==> src/rtl/mult_arbiter.sv <==
// mult_arbiter: round-robin arbiter sharing one pipelined fixed-point multiplier among NREQ requesters
module mult_arbiter #(
  parameter int NUMWIDTH = 16,
  parameter int NREQ = 4,
  parameter int MULT_LAT = 1,
  parameter int SATURATE = 1
) (
  input  logic                         clk,
  input  logic                         rst,
  input  logic [NREQ-1:0]              req_valid,
  input  logic [NREQ*(NUMWIDTH+1)-1:0] req_a,
  input  logic [NREQ*(NUMWIDTH+1)-1:0] req_b,
  output logic [NREQ-1:0]              req_ready,
  input  logic [NREQ-1:0]              cfg_mask,
  output logic [NUMWIDTH:0]            mult_a,
  output logic [NUMWIDTH:0]            mult_b,
  input  logic [NUMWIDTH:0]            mult_ab,
  input  logic                         mult_clip_int,
  input  logic                         mult_clip_frac,
  output logic [NREQ-1:0]              rsp_valid,
  output logic [NUMWIDTH:0]            rsp_ab,
  output logic                         rsp_clip_int,
  output logic                         rsp_clip_frac,
  output logic                         idle
);
  localparam int W = NUMWIDTH + 1;
  localparam int IW = $clog2(NREQ);
  localparam int DEPTH = MULT_LAT + 1;
  logic [IW-1:0] last_grant, grant_idx;
  logic [IW:0] cand;
  logic [NREQ-1:0] elig;
  logic hs;
  logic [W-1:0] a_sel, b_sel, mult_a_q, mult_b_q, rsp_ab_q, res;
  logic [NUMWIDTH-1:0] mag;
  logic [DEPTH-1:0] tag_v;
  logic [DEPTH-1:0][IW-1:0] tag_idx;
  logic [NREQ-1:0] rsp_valid_q;
  logic rsp_ci_q, rsp_cf_q;
  // scan from farthest to nearest so the requester right after last_grant wins
  always_comb begin
    elig = rst ? '0 : req_valid & cfg_mask;
    grant_idx = last_grant;
    hs = 1'b0;
    cand = '0;
    for (int k = NREQ; k >= 1; k--) begin
      cand = {1'b0, last_grant} + (IW+1)'(k);
      cand = cand >= (IW+1)'(NREQ) ? cand - (IW+1)'(NREQ) : cand;
      if (elig[cand[IW-1:0]]) begin
        grant_idx = cand[IW-1:0];
        hs = 1'b1;
      end
    end
    req_ready = hs ? NREQ'(1) << grant_idx : '0;
    a_sel = '0;
    b_sel = '0;
    for (int i = 0; i < NREQ; i++) begin
      a_sel = req_ready[i] ? req_a[i*W +: W] : a_sel;
      b_sel = req_ready[i] ? req_b[i*W +: W] : b_sel;
    end
    mag = (SATURATE != 0 && mult_clip_int) ? '1 : mult_ab[NUMWIDTH-1:0];
    res = mag == '0 ? '0 : {mult_ab[NUMWIDTH], mag};
  end
  always_ff @(posedge clk) begin
    if (rst) begin
      last_grant <= IW'(NREQ-1);
      mult_a_q <= '0;
      mult_b_q <= '0;
      tag_v <= '0;
      tag_idx <= '0;
      rsp_valid_q <= '0;
      rsp_ab_q <= '0;
      rsp_ci_q <= 1'b0;
      rsp_cf_q <= 1'b0;
    end else begin
      if (hs) last_grant <= grant_idx;
      mult_a_q <= hs ? a_sel : '0;
      mult_b_q <= hs ? b_sel : '0;
      tag_v[0] <= hs;
      tag_idx[0] <= grant_idx;
      for (int s = 1; s < DEPTH; s++) begin
        tag_v[s] <= tag_v[s-1];
        tag_idx[s] <= tag_idx[s-1];
      end
      rsp_valid_q <= tag_v[DEPTH-1] ? NREQ'(1) << tag_idx[DEPTH-1] : '0;
      rsp_ab_q <= tag_v[DEPTH-1] ? res : '0;
      rsp_ci_q <= tag_v[DEPTH-1] & mult_clip_int;
      rsp_cf_q <= tag_v[DEPTH-1] & mult_clip_frac;
    end
  end
  assign mult_a = rst ? '0 : mult_a_q;
  assign mult_b = rst ? '0 : mult_b_q;
  assign rsp_valid = rst ? '0 : rsp_valid_q;
  assign rsp_ab = rst ? '0 : rsp_ab_q;
  assign rsp_clip_int = ~rst & rsp_ci_q;
  assign rsp_clip_frac = ~rst & rsp_cf_q;
  assign idle = rst | (~|tag_v & ~hs);
endmodule

==> config.mk <==
export PLATFORM = sky130hd
export DESIGN_NAME = mult_arbiter
export DESIGN_NICKNAME = d
export VERILOG_FILES = /design/src/rtl/mult_arbiter.sv
export SDC_FILE = /design/constraint.sdc
export NUM_CORES = 1
export LEC_CHECK = 0
export CORE_MARGIN = 2
export CORE_UTILIZATION = 35
export DETAILED_ROUTE_END_ITERATION = 10
export PLACE_DENSITY = 0.88
export SYNTH_ARGS = -nofsm -noshare
export SYNTH_HDL_FRONTEND = slang
export SYNTH_SLANG_ARGS = --single-unit
==> constraint.sdc <==
create_clock -name clk -period 2.6 [get_ports clk]
set_input_delay 0.39 -clock clk [delete_from_list [all_inputs] [get_ports clk]]
set_output_delay 0.39 -clock clk [all_outputs]
set_load 0.02 [all_outputs]
==> flow_summary.yaml <==
die:
  die_h_um: 99.2
  pin_count: 227
  core_area_um2: 8760
  rows: 34
  die_x_um: 99.2
  die_area_um2: 9840
  start_util_pct: 36.2
timing:
  hold_ws_ns: 0.416
  worstMarginPinSlew_ns: 0.500
  max_freq_mhz: 409
  setup_viol_count_final: 0
  finalWorstSetupSlack_ns: 0.154
  fin_crit_sh_pct: 94.1
  maxSlewViolCount: 0
  hold_viol_final: 0
  clock_skew_ns: 0.00483
  setup_tns_ns: 0
  rsz0062_at_grt: "false"
  slew_headroom_pct: 66.6
  min_period_ns: 2.45
yosys:
  ys_top_cells_by_area: "dfxtp_1, mux2i_1, nor2b_1"
  yosys.area.top_type: "dfxtp_1"
  syn-num-nets: 499
  synth_seq_area_share_pct: 41.0
  avgSynthCellArea_um2: 9.50
  syn-instance-count: 334
  ys_ff_latch: 65
  netlist.area_leader.share_pct: 41.0
  yosys_warnings: 0
  synth_area_um2: 3170
  yosysUniqueCellTypes: 30
hold_path:
  hold_class: "input port to register"
  hp-start: "rst"
cts:
  cts_buffers: 9
  clock-sinks: 65
  cts_buffer_depth: 2
  clk_latency_ns: 0.33
  cts_htree_levels: 3
  clk_pin_slew_ns: 0.07
  cts_tree: "built"
  clockRootBuffer: "clkbuf_8"
  cts_hold_buffers: 0
routing:
  drt-pass1-iter-count: 4
  drt_iter0_drc: 42
  drc: 0
  wl_um: 10700
  route.vias.total: 3264
  wl_per_cell_um: 15.8
  drt-vias-per-instance: 4.82
  drtAntennaViolNets: 0
power:
  finalPower_mw: 2.87
  leakage_nw: 2.28
  power.density_nw_per_um2: 498
  peakVddDrop_uv: 341
setup_path:
  critPathBufInv: 3
  path_max_fanout: 4
  crit_arrival_ns: 2.06
  slowest_stage: "clkdlybuf4s50_1"
  crit_path_cell_trace: "clkdlybuf4s50_1 -> nand2_1 -> a21oi_1 -> buf_4 -> or2_2 -> o31ai_1 -> dlygate4sd2_1"
  crit_path_start: "req_valid[3]"
  worstPathRequired_ns: 2.21
  crit_type: "input port to output pin"
  end_kind: "output pin"
  startpoint_type: "input port"
  reg2reg_from: "last_grant[1]"
  crit_family: "buffers and inverters"
  slowest_delay_ns: 0.41
grt:
  grt_max_degree: 65
  overflow: 0
  grt_pass1_vias: 3292
  antenna_found_initial: 0
  grt_usage_pct: 20.4
  grt_pass1_wl_um: 15700
run:
  maxCapViolCount: 0
place:
  dp_cells: 657
  gp_congestion: 0.888
  place_ws_ns: -0.346
  dp_hpwl_um: 8230
  placed_area_um2: 5510
  io_buffers: 226
layout:
  fin_cells: 677
  post-route-util_pct: 65.9
  area_delta_synth_final_pct: 81.9
  n_antenna_cell: 0
  final_nets: 729
  design_area_um2: 5770
  drive_gt1_share_pct: 8.44
status:
  status: "completed"
## repair_timing
action	CTS	global route
pin swaps	1	4
setup endpoints to repair	5	7
gates cloned	0	1
setup buffers	1	2
endpoints found under the hold margin	0	0
gates resized for setup	17	9
## metal layers
metal  part of all wire (%)  vias up  global-route usage (%)
met2                     54      140                    39.0
met4                    2.2        0                    8.75
met1                     35     1487                    19.5
li1                       -     1619                       -
met3                    8.7       18                    7.10
met5                      0        -                       0
## layout by cell type, fill, tap and decap left out, types with 4 or more instances in the layout
cell             synthesis  final
buf_2                    4      4
buf_4                    0     19
clkbuf_8                 0      9
clkdlybuf4s50_1          0    218
dfxtp_1                 65     65
mux2i_1                 68     68
nand2_1                  9      9
nor2_1                  38     38
nor2b_1                 63     62
o22ai_1                 34     34
## report_power, final
group	internal, mW	switching, mW	leakage (nW)
registers	1.08	0.0221	0.534
clock network	0.540	0.397	0.106
logic	0.496	0.341	1.64
total	2.11	0.760	2.28
## path summary, 6_finish.rpt
path	to	slack, ns	depth (start not counted)
min	last_grant[0]	0.42	3
max	idle	0.15	7
max reg2reg	mult_a_q[0]	0.37	7
min reg2reg	tag_idx[3]	0.45	1
## sequential cells by signal (all words and copies together) (netlist names)
name         count
last_grant       2
mult_a_q        17
mult_b_q        17
rsp_ab_q        17
rsp_cf_q         1
rsp_ci_q         1
rsp_valid_q      4
tag_idx          4
tag_v            2
## layout make-up
class,count,area [um2]
clock buffers,9,124
clock inverters,7,93.8
fillers,724,2990
inverters,2,7.51
multi-input cells,240,1680
flip-flops and latches,65,1300
well taps,108,135
repair buffers,246,2430
## synthesized netlist by cell type
library cell,n
mux2i_1,68
dfxtp_1,65
or2_2,1
nand4_1,1
a221o_1,1
o21a_1,1
inv_1,2
a211oi_1,1
o21ai_0,2
a22oi_2,1
clkbuf_1,15
and3_1,3
nor4_1,3
nor3b_1,2
clkbuf_2,1
o21bai_1,1
buf_12,4
o22ai_1,34
buf_2,4
mux2_2,1
nor2b_1,63
buf_6,1
o41ai_2,1
and2_1,2
buf_8,2
o31ai_1,1
nor3_1,1
nor2_1,38
a21oi_1,5
nand2_1,9
## cell families (layout without fill, tap and decap cells)
family                 Yosys count  count (layout)  synth area share [%]
and+or+nand+nor                123             123                  20.6
muxes                           69              69                  21.8
DFF                             65              65                  41.0
AOI/OAI and AO/OA               48              48                  9.98
buffers and inverters           29             264                  6.62
## worst min-delay path: cells and delay by family
kind	cells	cell delay, ns
simple gates	1	0.05
buf+inv	2	0.25
(Power assumes the default switching activity.)
